$ cat src/rtl/fifo2_pkg.sv
// rtl/fifo2_pkg.sv - shared constants and Gray helper for the fifo2 pointer blocks
package fifo2_pkg;

  // Default pointer/address width; FIFO depth is 2**ASIZE_DEF
  localparam int ASIZE_DEF = 4;

  // Default width of the dropped-write counter
  localparam int OVF_W_DEF = 8;

  // Binary to reflected Gray; callers truncate to their pointer width
  function automatic logic [31:0] bin2gray(input logic [31:0] b);
    return (b >> 1) ^ b;
  endfunction

endpackage

$ cat src/rtl/full_sync.sv
// rtl/full_sync.sv - two-flop full-flag synchronizer with async preset and sync clear
module full_sync (
  input  logic clk,
  input  logic rst,
  input  logic preset_n,
  output logic q
);

  logic q2;

  // Preset to 11 the moment preset_n drops; release walks a 0 through two flops
  always_ff @(posedge clk or negedge preset_n) begin
    if (!preset_n) begin
      q  <= 1'b1;
      q2 <= 1'b1;
    end else if (rst) begin
      q  <= 1'b0;
      q2 <= 1'b0;
    end else begin
      q  <= q2;
      q2 <= ~preset_n;
    end
  end

endmodule

$ cat src/rtl/wptr_full.sv
// rtl/wptr_full.sv - fifo2 write pointer and full flag; WPTR_FULL_OVF_CNT_EN adds a dropped-write counter
module wptr_full
  import fifo2_pkg::*;
#(
  parameter int ASIZE = ASIZE_DEF
`ifdef WPTR_FULL_OVF_CNT_EN
  , parameter int OVF_W = OVF_W_DEF
`endif
) (
  input  logic             wclk,
  input  logic             wrst,
  input  logic             winc,
  input  logic             afull_n,
  input  logic             wovf_clr,
  output logic             wfull,
  output logic             wack,
  output logic [ASIZE-1:0] waddr,
  output logic [ASIZE-1:0] wptr,
  output logic             wovf
`ifdef WPTR_FULL_OVF_CNT_EN
  , output logic [OVF_W-1:0] wovf_cnt
`endif
);

  logic [ASIZE-1:0] wbin;
  logic [ASIZE-1:0] wgray;
  logic [ASIZE-1:0] wbin_next;
  logic [ASIZE-1:0] wgray_next;
  logic             wrej;

  // A request is accepted only while not full; a request while full is dropped
  assign wack  = winc & ~wfull;
  assign wrej  = winc & wfull;
  assign waddr = wbin;
  assign wptr  = wgray;

  // Next binary and Gray pointers; binary add wraps naturally at 2**ASIZE
  always_comb begin
    wbin_next  = wbin + {{(ASIZE-1){1'b0}}, wack};
    wgray_next = ASIZE'(bin2gray(32'(wbin_next)));
  end

  // Binary and Gray pointers register together so they never disagree
  always_ff @(posedge wclk) begin
    if (wrst) begin
      wbin  <= '0;
      wgray <= '0;
    end else begin
      wbin  <= wbin_next;
      wgray <= wgray_next;
    end
  end

  // Full flag: set at once by the comparator, cleared after two clean edges
  full_sync u_full_sync (
    .clk      (wclk),
    .rst      (wrst),
    .preset_n (afull_n),
    .q        (wfull)
  );

  // Sticky overflow; a dropped write outranks a clear in the same cycle
  always_ff @(posedge wclk) begin
    if (wrst) begin
      wovf <= 1'b0;
    end else if (wrej) begin
      wovf <= 1'b1;
    end else if (wovf_clr) begin
      wovf <= 1'b0;
    end
  end

`ifdef WPTR_FULL_OVF_CNT_EN
  // Saturating dropped-write count; a drop coinciding with a clear restarts at 1
  always_ff @(posedge wclk) begin
    if (wrst) begin
      wovf_cnt <= '0;
    end else if (wrej) begin
      if (wovf_clr) begin
        wovf_cnt <= {{(OVF_W-1){1'b0}}, 1'b1};
      end else if (wovf_cnt != {OVF_W{1'b1}}) begin
        wovf_cnt <= wovf_cnt + {{(OVF_W-1){1'b0}}, 1'b1};
      end
    end else if (wovf_clr) begin
      wovf_cnt <= '0;
    end
  end
`endif

endmodule

$ cat config.mk
export PLATFORM = sky130hd
export DESIGN_NAME = wptr_full
export DESIGN_NICKNAME = d
export VERILOG_FILES = /design/src/rtl/fifo2_pkg.sv /design/src/rtl/full_sync.sv /design/src/rtl/wptr_full.sv
export SDC_FILE = /design/constraint.sdc
export NUM_CORES = 1
export LEC_CHECK = 0
export ABC_AREA = 1
export CAP_MARGIN = 25
export CORE_MARGIN = 1.5
export CORE_UTILIZATION = 33
export DETAILED_ROUTE_END_ITERATION = 10
export SLEW_MARGIN = 10
export SYNTH_ARGS = -nofsm -noshare
export SYNTH_HDL_FRONTEND = slang
export SYNTH_SLANG_ARGS = --single-unit
$ cat constraint.sdc
create_clock -name wclk -period 1.9 [get_ports wclk]
set_clock_uncertainty 0.05 [all_clocks]
set_input_delay 0.38 -clock wclk [delete_from_list [all_inputs] [get_ports wclk]]
set_output_delay 0.38 -clock wclk [all_outputs]
set_load 0.01 [all_outputs]
; Yosys cells after proc, flatten, opt, wreduce, memory -nomap -nowiden
; Index checks and enable logic that the tools add are counted.
[totals]
elab_cells = 16
mem_bits_ro = 0
input_bits = 5
mem_count = 0
latchBits = 0
out_inout_bits = 11
register_bits = 11
ram_bits = 0
[classes]
reduce_logical = 1
n_lt_le_gt_ge = 0
addsub = 1
n_mux = 4
eq_ne = 0
bitwise_logic = 5
div_mod_pow = 0
shifts = 0
mul = 0
[ops]
columns = operator, n
row1 = $add 4x1->4, 1
row2 = $mux 1, 4
row3 = $xor 3x4->4, 1
row4 = $and 1x1->1, 2
row5 = $not 1->1, 2
row6 = $reduce_bool 2->1, 1

; Depth between registers and ports, before layout
; Gate-level depths: netlist (run 1).
[depth]
ltp_word = 4
mapped_depth = 10
depth_no_buf = 10

; Hierarchy
; A second synthesis (run 1) with hierarchy kept.
[unflattened]
hier_cells = 49
area_unflattened_um2 = 411.6
[by_module_without_submodules]
columns = module, instances, seq_area_each_um2, cells_per_inst, area_per_inst_um2
row1 = wptr_full, 1, 160.2, 44, 347.8
row2 = full_sync, 1, 52.6, 5, 63.8

; Worst setup path before layout (run 1)
; No wires, ideal clock.
[synth_timing]
path_kind = flip-flop to flip-flop
from = reg u_full_sync.q
to = reg wgray[1], in the netlist wptr[1]
n_path_buf = 0
path_slack_ps = 318
arrival_ps = 1418
synth_period_minus_slack_ps = 1582
setup_time_ps = 114
t_required_ps = 1736
path_stages_with_launch = 8
path_cell_list = dfstp_2 -> nor2_1 -> ha_1 -> ha_1 -> inv_1 -> nor2_4 -> nor2_2 -> nor2_2
[synth_between]
elab_chain_len = 4
[synth_rtl]
columns = item, line
row1 = start: declaration, full_sync.sv:6  ; output logic q
row2 = start signal: assignment, full_sync.sv:20  ; q <= q2;
row3 = $not 1->1, wptr_full.sv:32  ; assign wack = winc & ~wfull;
row4 = $and 1x1->1, wptr_full.sv:32
row5 = via wack, wptr_full.sv:16  ; output logic wack,
row6 = $add 4x1->4, wptr_full.sv:39  ; wbin_next = wbin + {{(ASIZE-1){1'b0}}, wack};
row7 = via wbin_next[1], wptr_full.sv:27  ; logic [ASIZE-1:0] wbin_next;
row8 = $xor 3x4->4, fifo2_pkg.sv:12  ; return (b >> 1) ^ b;
row9 = end signal: assignment, wptr_full.sv:50  ; wgray <= wgray_next;
row10 = end: declaration, wptr_full.sv:26  ; logic [ASIZE-1:0] wgray;
; The timed path passes the listed nets, and every way through them passes these cells.
; A chain may end at the register's enable or synchronous reset.

; Worst setup path after layout (run 1)
[layout_timing]
from = reg u_full_sync.q
to = out wfull
[layout_rtl]
columns = item, line
row1 = end: declaration, wptr_full.sv:15  ; output logic wfull,
; No word-level cell between the ends.

==> results.md, run 1 <==
- Post-DP HPWL: 547.6 µm
- Sw power: 0.1126 mW
- Seq/Total Area, Yosys: 0.4843
- Area leader, netlist: dfxtp_1
- Minimum clock period: 1.757 ns
- Flops & latches, synth: 10
- Final WL: 695 µm
- Final hold violations: 0
- Vias post-DR: 354
- ANT cells: 0
- Clk_lat worst skew: 0.26 ns
- Initial antenna violation count: 0
- Area grow syn2layout: 46.15%
- Post-CTS setup repair buffer count: 0
- Top post-synthesis cells by area: dfxtp_1 (36%), dfstp_2 (12%), inv_1 (6.8%)
- Vias per inst: 4.214
- Status: finished clean
- Max-Cap Viols: 0
- # fillers: 116
- Die height: 39.48 µm
- Syn Nets: 58
- Combinational Power Share: 0.164
- Tcrit/Tclk final: 0.9250
- Site row count: 12
- Synth async-reset ratio: 0.2000
- Critical Path Sink Type: output pin
- Total Power: 0.4990 mW
- Critical path startpoint category: flip-flop
- CTS Buf Count: 3
- H-tree Lvls: 1
- Die Area: 1559 µm²
- Seq pwr share: 0.464
- DRC: 0
- Cells after Synth: 51
- Max Fanout on Critical Path: 3
- Clock transition at the registers of the reported paths: 0.07 ns
- Critical path class: reg -> out
- Max incr delay on CP: 0.54 ns
- Worst VDD drop: 396.0 µV
- GRT overflow: 0
- Post-CTS Hold Fix Bufs: 0
- Initial drt markers: 5
- Top Ports: 16
- Critical Path RT: 1.47 ns
- RSZ-0062 raised after global routing: no
- Pin count of the biggest net entering global routing: 9
- Switch share: 0.2256
- P_leak: 0.2840 nW
- Layout cell share with drive strength beyond 1: 0.2429
- CTS root buffer: clkbuf_4
- Critical path's top delay family: flip-flops
- Number of global-route vias before repair: 272
- PwrDens: 777.5 nW/µm²
- Hold slack: 0.3819 ns
- Clock share of power: 0.372
- All-layer global routing usage: 0.1140
- CP max-delay cell: dfstp_2
- Top_reg_cell synth: dfxtp_1
- Crit path cell chain: clkdlybuf4s50_1
- Slew @ Worst Pin: 0.4260 ns
- HP Class: reg -> reg
- Unique cell type count in the Yosys netlist: 16
- Clk sinks: 10
- Gpl congestion: 0.6509
- Initial Utilization: 0.3750
- Maximum clock rate: 0.5690 GHz
- Clk buf depth: 2
- Routed WL per cell: 8.274 µm
- Commonest cells in the netlist: dfxtp_1 (8), inv_1 (8), nor2_1 (8), nand2_1 (7), nor2_2 (3)
- YS warnings: 0
- Core area: 1171 µm²
- First-pass GRT wire length: 1110 µm
- Rel. slew slack: 0.7151
- Die W: 39.48 µm
- Final nets: 78
- CP bufs+invs: 1
- Avg Cell Area, Syn: 8.611 µm²
- Int Power: 0.3864 mW
- Post-synth EDFFs: 0
- Post-synth top area share: 0.3647
- Drt first pass iters: 2
- Port buffer count: 15
- Final ANT Viol Nets: 0
- Final setup vio count: 0
- Crit path arrival time: 1.33 ns
- CTS tree: done
- Max Transition Viols Final: 0
- Synthesized area: 439.2 µm²
- Post-CTS Resized: 1
## power by group through the flow
stage          sequential, mW  clock, mW  combinational, mW
2_1_floorplan           0.242          0             0.0332
3_3_place_gp            0.236          0             0.0837
3_5_place_dp            0.236          0             0.0839
4_1_cts                 0.232      0.195             0.0829
5_1_grt                 0.233      0.210             0.0907
6_report                0.231      0.186             0.0818
## registers in the layout (all words and copies together), names as in the netlist
name / count
u_full_sync.q: 1
wptr: 3
u_full_sync.q2: 1
waddr: 4
wovf: 1
## worst paths after layout
| path | slack, ns | to | startpoint | depth (start not counted) |
|---|---|---|---|---|
| max | 0.14 | wfull | u_full_sync.q | 1 |
| min | 0.38 | u_full_sync.q | u_full_sync.q2 | 2 |
| max reg2reg | 0.33 | wptr[1] | u_full_sync.q | 7 |
| min reg2reg | 0.38 | u_full_sync.q | u_full_sync.q2 | 2 |
| max in group asynchronous | 1.35 | u_full_sync.q2 | afull_n | 1 |
| min in group asynchronous | 0.43 | u_full_sync.q | afull_n | 1 |
## layout by cell type (no fill, tap or decap)
cell,netlist,final
clkdlybuf4s50_1,0,14
inv_1,8,8
nor2_1,8,8
dfxtp_1,8,8
nand2_1,7,7
nor2_2,3,3
clkbuf_4,0,3
nor2_4,2,2
a21oi_1,2,2
nand4_1,2,2
ha_1,2,2
buf_4,2,2
dfstp_2,2,2
inv_2,1,1
nand2_2,1,1
nand2_4,1,1
nand3_1,1,1
nand3_2,1,1
clkbuf_8,0,1
dlygate4sd2_1,0,1
## cell type report
type | instances | area (µm²) | area share
multi-input cells | 30 | 177.7 | 0.2768
clock buffers | 4 | 36.28 | 0.05653
inverters | 9 | 33.78 | 0.05263
well taps | 14 | 17.52 | 0.02729
repair buffers | 17 | 163.9 | 0.2554
flip-flops and latches | 10 | 212.7 | 0.3314
## cells by family (layout without fill, tap and decap cells)
| kind of cell | count (synthesis) | in the layout | synth area share |
|---|---|---|---|
| simple gates | 26 | 26 | 0.3248 |
| compound gates | 2 | 2 | 0.02279 |
| flops | 10 | 10 | 0.4843 |
| buf+inv | 11 | 30 | 0.1111 |
| fa+ha+maj | 2 | 2 | 0.05697 |
## per-layer routing
| layer | routed length, µm | vias up | share of wire | GRT usage |
|---|---|---|---|---|
| li1 | - | 194 | - | - |
| met1 | 354 | 149 | 0.51 | 0.1608 |
| met2 | 295 | 9 | 0.42 | 0.1311 |
| met3 | 34 | 2 | 0.049 | 0.03409 |
| met4 | 11 | 0 | 0.016 | 0.1034 |
| met5 | 0 | - | 0 | 0 |
## per-stage QoR
step	std cells	utilization	setup slack, ns	TNS, ns	instance area, µm²
floorplan	51	-	0.3177	0	439.2
CTS	84	0.5481	0.1272	0	641.9
finish	84	0.5481	0.1425	0	641.9
detailed placement	80	0.5182	-0.1153	-0.3057	606.8
global route	84	0.5481	0.08929	0	641.9
global placement	80	0.5182	-0.1189	-0.2860	606.8
(Power assumes the default switching activity.)
==> run 2, diff against run 1 <==
Settings changed: CORE_AREA set to 2 2 39 41, CORE_MARGIN 1.5 to not set, CORE_UTILIZATION 33 to not set, DIE_AREA set to 0 0 41 43, SYNTH_HIERARCHICAL set to 1.
==> results.md, run 2 <==
- Post-CTS Hold Fix Bufs: 0
- Worst hold path cell count: 2
- Register area: 212.7 µm²
- Worst VDD drop: 293.9 µV
- CP max-delay cell: dfstp_2
- R2R depth: 7
- Final ANT Viol Nets: 0
- Crit path depth: 1
- Max Transition Viols Final: 0
- Post-synth top area share: 0.3891
- Clk sinks: 10
- Area leader, netlist: dfxtp_1
- Unique cell type count in the Yosys netlist: 15
- Commonest cells in the netlist: inv_1 (9), dfxtp_1 (8), nand2_1 (7), nor2_1 (5), nand2_2 (4)
- Min-delay src: u_full_sync/q2
- Gpl congestion: 0.6473
- Initial drt markers: 3
- Synth async-reset ratio: 0.2000
- Crit path cell chain: clkdlybuf4s50_1
- CTS root buffer: clkbuf_4
- # fillers: 132
- Rel. slew slack: 0.8926
- Tcrit/Tclk final: 0.9218
- Minimum clock period: 1.751 ns
- Routed WL per cell: 8.035 µm
- First-pass GRT wire length: 1248 µm
- Post-DP HPWL: 598.2 µm
- Commonest non-fill, non-tap cell in the layout: clkdlybuf4s50_1
- CTS tree: done
- CTS Buf Count: 3
- Initial antenna violation count: 0
- Clk_lat worst skew: 0.25 ns
- Max Fanout on Critical Path: 3
- Avg Cell Area, Syn: 8.401 µm²
- Flops & latches, synth: 10
- Die height: 43 µm
- Synthesized area: 411.6 µm²
- Worst flop-to-flop path endpoint: wptr[1]
- RSZ-0062 raised after global routing: no
- Clock transition at the registers of the reported paths: 0.07 ns
- Top_reg_cell synth: dfxtp_1
- Vias post-DR: 357
- Number of global-route vias before repair: 309
- Initial Utilization: 0.2975
- Max incr delay on CP: 0.54 ns
- Area grow syn2layout: 53.50%
- Max reg flops: 4
- Top post-synthesis cells by area: dfxtp_1 (39%), dfstp_2 (13%), inv_1 (8.2%)
- Post-synth EDFFs: 0
- YS warnings: 6
- Maximum clock rate: 0.5709 GHz
- Total Power: 0.4928 mW
- Pin count of the biggest net entering global routing: 7
- R2r startpoint: u_full_sync/q
- Site row count: 14
- Commonest non-fill, non-tap cells in the layout: clkdlybuf4s50_1 (14), inv_1 (9), dfxtp_1 (8), nand2_1 (7), nor2_1 (5)
- Post-CTS Resized: 1
- Final setup vio count: 0
- Core area: 1384 µm²
- Cells after Synth: 49
- Top Ports: 16
- P_leak: 0.2911 nW
- Dpl cells: 82
- Final nets: 78
- Critical path class: reg -> out
- CP bufs+invs: 1
- All-layer global routing usage: 0.1039
- Seq/Total Area, Yosys: 0.5167
- Fin cells: 86
- HP Class: reg -> reg
- H-tree Lvls: 1
- Critical Path RT: 1.47 ns
- ANT cells: 0
- Die W: 41 µm
- Critical path startpoint category: flip-flop
- DRC: 0
- Status: finished clean
- Syn Nets: 56
- Die Area: 1763 µm²
- Max-Cap Viols: 0
- Port buffer count: 15
- Slew @ Worst Pin: 0.1595 ns
- Count leader, synth: inv_1
- Final hold violations: 0
- Vias per inst: 4.151
- PwrDens: 780.0 nW/µm²
- Critical path's top delay family: flip-flops
- Post-CTS setup repair buffer count: 0
- Crit path arrival time: 1.32 ns
- GRT overflow: 0
- Layout cell share with drive strength beyond 1: 0.2429
- Reg2reg setup slack: 0.39 ns
- Critical Path Sink Type: output pin
- Min-Delay Endpoint: u_full_sync/q
- Final WL: 691 µm
- Drt first pass iters: 4
- Multi-input logic area: 150.1 µm²
- Clk buf depth: 2
- Setup TNS: 0 ns
[run 2: changes by cell type in the layout (fill, tap and decap cells not counted), moves of 2 or more]
| cell | delta |
|---|---|
| nand2_2 | +3 |
| nor2_1 | -3 |
| nor2_2 | -3 |
| nor2_4 | -2 |
[run 2: worst reg2reg max path, stage by stage (launching register included)]
cell and delay, ns:
dfstp_2 0.54, nor2_1 0.05, ha_1 0.19, ha_1 0.27
inv_1 0.05, buf_4 0.14, nand2_2 0.06, o21ai_2 0.04
[run 2: final cells by class]
| type | instances | share of cell area |
|---|---|---|
| Multi-Input combinational cell | 27 | 0.2376 |
| Timing Repair Buffer | 18 | 0.2713 |
| Tap cell | 16 | 0.03168 |
| Inverter | 11 | 0.06535 |
| Clock buffer | 4 | 0.05743 |
| Sequential cell | 10 | 0.3366 |
[run 2: where the power goes]
part	internal (mW)	total [mW]	leakage (nW)	switching, mW
Combinational	0.0435	0.0778	0.184	0.0343
Sequential	0.224	0.230	0.0861	0.00575
Clock	0.116	0.185	0.0210	0.0688
Total	0.384	0.493	0.291	0.109
[run 2: through the flow]
| stage | hold slack, ns | setup WS (ns) | util | instance area [µm²] |
|---|---|---|---|---|
| after floorplan | 0.1822 | 0.3447 | - | 411.6 |
| after global placement | 0.3651 | -0.08966 | 0.4313 | 596.8 |
| after detailed placement | 0.3700 | -0.09837 | 0.4313 | 596.8 |
| after CTS | 0.3803 | 0.1387 | 0.4566 | 631.9 |
| after global routing | 0.4092 | 0.09720 | 0.4566 | 631.9 |
| final | 0.3782 | 0.1485 | 0.4566 | 631.9 |
[run 2: routing by layer]
layer | GRT usage | vias up | wire, µm
met1 | 0.1307 | 156 | 296
met2 | 0.1500 | 9 | 347
met5 | 0 | - | 0
met3 | 0.01571 | 2 | 29
li1 | - | 190 | -
met4 | 0.08000 | 0 | 17
[run 2: cell families after synthesis]
family,share of synthesized area
flops,0.5167
buf+inv,0.1185
fa+ha+maj,0.06078
simple gates,0.2341
compound gates,0.06989
[run 2: how the worst max path moves through the flow]
stage             startpoint      end
4_1_cts        u_full_sync/q    wfull
6_report       u_full_sync/q    wfull
5_1_grt                 winc  wptr[2]
3_3_place_gp            winc     wack
3_5_place_dp            winc     wack
2_1_floorplan  u_full_sync/q  wptr[0]
==> patch 1, RTL diff (config.mk and constraints of run 1) <==
The package constant `ASIZE_DEF` goes from 4 to 16.
--- a/src/rtl/fifo2_pkg.sv
+++ b/src/rtl/fifo2_pkg.sv
@@ -4,3 +4,3 @@
   // Default pointer/address width; FIFO depth is 2**ASIZE_DEF
-  localparam int ASIZE_DEF = 4;
+  localparam int ASIZE_DEF = 16;
 
Ports: changed (resized waddr and wptr); port bits go from 16 to 40. The function was not compared with the original's and may differ.
==> patch 1 against run 1 <==
Cell area grew to 3.6 times the old value. Final cell count increased to 3.7 times the old value. Largest cell class is now multi-input combinational cells. Wire length increased to 4.7 times the old value. Highest routed layer unchanged. Worst setup slack lost 81 ps. Power rose to 2.8 times the old value. Utilization decreased by 2.8 points. Register-to-register slack worse by 140 ps. Worst hold slack lost 19 ps. Sequential cell count grew 24. Critical path depth did not move. Global-route usage rose by 2.3 points. Synthesized area rose to 3.5 times the old value.
==> patch 1: results (changes against run 1) <==
initial antenna violation count 0 (unchanged); ANT cells 0 (unchanged); number of global-route vias before repair 1249 (was 272); Clock power frac 39.2% (was 37.2%); number of flip-flops under the largest register name 16 (was 4); Port Buf Inserts 39 (was 15); ys async rst share 5.88% (was 20.0%); Max-Slew Margin vs Limit 76.8% (was 71.5%); CP max FO 5 (was 3); Post-synth top cells nand2_1, nor2_1, dfxtp_1 (was dfxtp_1, inv_1, nor2_1); Most used DFF post-synth dfxtp_1 (unchanged); Arr. time, crit path 1410 ps (was 1330 ps); Place WS -345 ps (was -115 ps); first-pass GRT wire length 5410 µm (was 1110 µm); Yosys warnings 0 (unchanged); TritonCTS Buffers 5 (was 3); Non-Filler Instances 308 (was 84); VDD IR max 0.000403 V (was 0.000396 V); drt pass-1 iters 4 (was 2); worst skew pair latency 280 ps (was 260 ps); WL final 3280 µm (was 695 µm); GRT Util Overall 13.7% (was 11.4%); Seq/Total Area, Yosys 45.4% (was 48.4%); MaxCap Viol Count 0 (unchanged); Clock transition at path regs 70 ps (about the same); slowest stage delay, CP 610 ps (was 540 ps); Max H-tree Level 2 (was 1); largest net degree at the start of global routing 12 (was 9); switching power 0.304 mW (was 0.113 mW); CTS Root Cell clkbuf_8 (was clkbuf_4); Routability Congestion 0.833 (was 0.651); sequential cell fraction of total power 53.9% (was 46.4%); Final Net Count 262 (was 78); placed insts 298 (was 80); Cells after Synth 194 (was 51); sw frac 22.1% (was 22.6%); dpl cell area 0.00208 mm² (was 607 µm²); detailed-placement wirelength estimate 2410 µm (was 548 µm); CTS max path bufs 2 (unchanged); initial DRC count 43 (was 5); post-detailed-route via-to-cell ratio 4.33 (was 4.21); delay-heaviest family, CP buffers and inverters (was flip-flops); outcome finished, final reports clean (unchanged); syn_nets 201 (was 58); HP Class in -> reg (was reg -> reg); Leak 1.05 nW (was 0.284 nW); share of cells above drive strength 1 27.3% (was 24.3%); Worst path slowest cell clkdlybuf4s50_1 (was dfstp_2); synth unique cells 29 (was 16); main area contributors after synthesis dfxtp_1, nand2_1, nor2_1 (was dfxtp_1, dfstp_2, inv_1)
patch 1: worst paths after layout:
check / startpoint / end / slack [ps] / depth (start not counted)
min in group asynchronous: afull_n / u_full_sync.q2$_DFF_PN1_ / 420 / 1
worst min register to register: u_full_sync.q2$_DFF_PN1_ / u_full_sync.q$_DFF_PN1_ / 380 / 2
max in group asynchronous: afull_n / u_full_sync.q$_DFF_PN1_ / 1360 / 1
worst min-delay path: winc / wovf$_SDFFE_PP0P_ / 360 / 3
worst max register to register: u_full_sync.q$_DFF_PN1_ / wptr[1]$_SDFF_PP0_ / 190 / 9
worst max-delay path: waddr[1]$_SDFF_PP0_ / waddr[1] / 60 / 1
patch 1: what timing repair did:
item	in CTS	in global routing
endpoints found under the hold margin	0	0
pin swaps	3	10
gates cloned	0	0
setup buffers	0	2
gates resized for setup	11	17
setup endpoints to repair	11	17
patch 1: cell type report:
cell class / instances / area [µm²]
repair buffers: 57 / 531
flip-flops and latches: 34 / 693
clock inverters: 1 / 5.00
clock buffers: 7 / 86.3
multi-input cells: 132 / 822
inverters: 25 / 93.8
fillers: 421 / 2120
well taps: 52 / 65.1
patch 1: cells by family after synthesis:
kind of cell    Yosys count  synth area share [%]
xor+xnor                  9                  6.64
simple gates            105                  31.5
buf+inv                  28                  7.38
fa+ha+maj                 2                  1.64
compound gates           16                  7.38
flops                    34                  45.4
patch 1: metal layers:
metal | part of all wire (%) | vias to the layer above | wire length [µm] | global-route usage [%]
met5 | 0 | - | 0 | 0
met4 | 1.8 | 0 | 60 | 6.29
met3 | 4.2 | 5 | 139 | 3.70
met2 | 45 | 29 | 1470 | 21.9
met1 | 49 | 592 | 1600 | 17.1
li1 | - | 708 | - | -
==> patch 2, RTL diff (flow settings as in run 1) <==
Without the edit above. Register the output `wovf` once more, cleared by the reset; this adds one clock of latency there. The other outputs are not delayed to match.
--- a/src/rtl/wptr_full.sv
+++ b/src/rtl/wptr_full.sv
@@ -23,2 +23,4 @@
 );
+
+  logic wovf_s0;
 
@@ -64,7 +66,7 @@
     if (wrst) begin
-      wovf <= 1'b0;
+      wovf_s0 <= 1'b0;
     end else if (wrej) begin
-      wovf <= 1'b1;
+      wovf_s0 <= 1'b1;
     end else if (wovf_clr) begin
-      wovf <= 1'b0;
+      wovf_s0 <= 1'b0;
     end
@@ -89,2 +91,10 @@
 
+  always_ff @(posedge wclk) begin
+    if (wrst) begin
+      wovf <= '0;
+    end else begin
+      wovf <= wovf_s0;
+    end
+  end
+
 endmodule
Formal check against the unedited RTL: not equivalent (Yosys sat finds a counterexample within 4 cycles, from zero or initial values and one cycle with wrst high).
==> patch 2 against run 1 <==
Synthesized area increased by 6.3%. Wire length decreased by 0.14%. Global-route usage decreased by 1.9 points. Largest power group unchanged. Sequential cell count increased by 1. Synthesized cell count increased by 2.0%. Power decreased by 2.5%. Via count increased by 0.28%. Sequential share of layout area increased by 2.3 points. Cell area increased by 2.3%. Worst setup slack about the same. Highest routed layer unchanged.
==> patch 2: results (changes against run 1) <==
Post-CTS Setup Inserts 0 (unchanged); WL final 694 µm (was 695 µm); Leak 0.284 nW (about the same); number of global-route vias before repair 245 (was 272); outcome finished, final reports clean (unchanged); synth unique cells 18 (was 16); share of cells above drive strength 1 22.5% (was 24.3%); syn_nets 59 (was 58); Max-Slew Margin vs Limit 70.7% (was 71.5%); detailed-placement wirelength estimate 557 µm (was 548 µm); first-pass GRT wire length 952 µm (was 1110 µm); Most used DFF post-synth dfxtp_1 (unchanged); ys async rst share 18.2% (was 20.0%); Seq/Total Area, Yosys 49.9% (was 48.4%); largest net degree at the start of global routing 10 (was 9); via count 355 (was 354); Pint 0.372 mW (was 0.386 mW); worst skew pair latency 260 ps (about the same); main area contributors after synthesis dfxtp_1, dfstp_2, nor2_1 (was dfxtp_1, dfstp_2, inv_1); VDD IR max 0.000364 V (was 0.000396 V); drt pass-1 iters 4 (was 2); Routability Congestion 0.649 (was 0.651); Port Buf Inserts 15 (unchanged); dpl cell area 632 µm² (was 607 µm²); Post-synth top cells dfxtp_1, nor2_1, inv_1 (was dfxtp_1, inv_1, nor2_1); Fill cells 130 (was 116); HP Class reg -> reg (unchanged); Final Net Count 79 (was 78)
## patch 2: logic make-up (layout without fill, tap and decap cells)
kind of cell	after synthesis	count (layout)	share of synthesized area (%)
adder cells (fa/ha/maj)	2	2	5.36
AO/OA/AOI/OAI	2	2	2.68
buffers and inverters	11	30	11.3
flip-flops	11	11	49.9
AND/OR/NAND/NOR	26	26	30.8
## patch 2: cell type report
cell class	instances	share of cell area [%]
flip-flops and latches	11	35.4
multi-input cells	30	27.6
repair buffers	17	25.0
inverters	9	5.14
clock buffers	4	4.00
well taps	15	2.86
## patch 2: power groups by stage
stage | clock network, mW | registers [mW] | logic [mW]
2_1_floorplan | 0 | 0.263 | 0.0343
3_3_place_gp | 0 | 0.258 | 0.0837
3_5_place_dp | 0 | 0.258 | 0.0837
4_1_cts | 0.157 | 0.253 | 0.0832
5_1_grt | 0.173 | 0.254 | 0.0904
6_report | 0.152 | 0.253 | 0.0819
## patch 2: path summary, 6_finish.rpt
check,end,slack (ps),depth (start not counted)
worst max-delay path,wfull,140,1
worst min-delay path,u_full_sync.q$_DFF_PN1_,380,2
min in group asynchronous,u_full_sync.q2$_DFF_PN1_,430,1
worst min register to register,u_full_sync.q$_DFF_PN1_,380,2
worst max register to register,wptr[1]$_SDFF_PP0_,320,7
max in group asynchronous,u_full_sync.q$_DFF_PN1_,1350,1
## patch 2: metrics by stage
| stage | worst slack, ps | setup TNS [ps] | util [%] | std cells |
|---|---|---|---|---|
| after global placement | -123 | -313 | 48.0 | 82 |
| after floorplan | 319 | 0 | - | 52 |
| after detailed placement | -114 | -275 | 48.0 | 82 |
| after CTS | 134 | 0 | 49.9 | 86 |
| final | 143 | 0 | 49.9 | 86 |
| after global routing | 93.2 | 0 | 49.9 | 86 |
## patch 2: per-layer routing
metal  vias to the layer above  track usage (%)  part of all wire, %
met5                         -                0                    0
met4                         0             7.50                  1.4
met3                         2             5.00                  6.5
met2                        11             10.3                   42
met1                       145             13.3                   49
li1                        197                -                    -
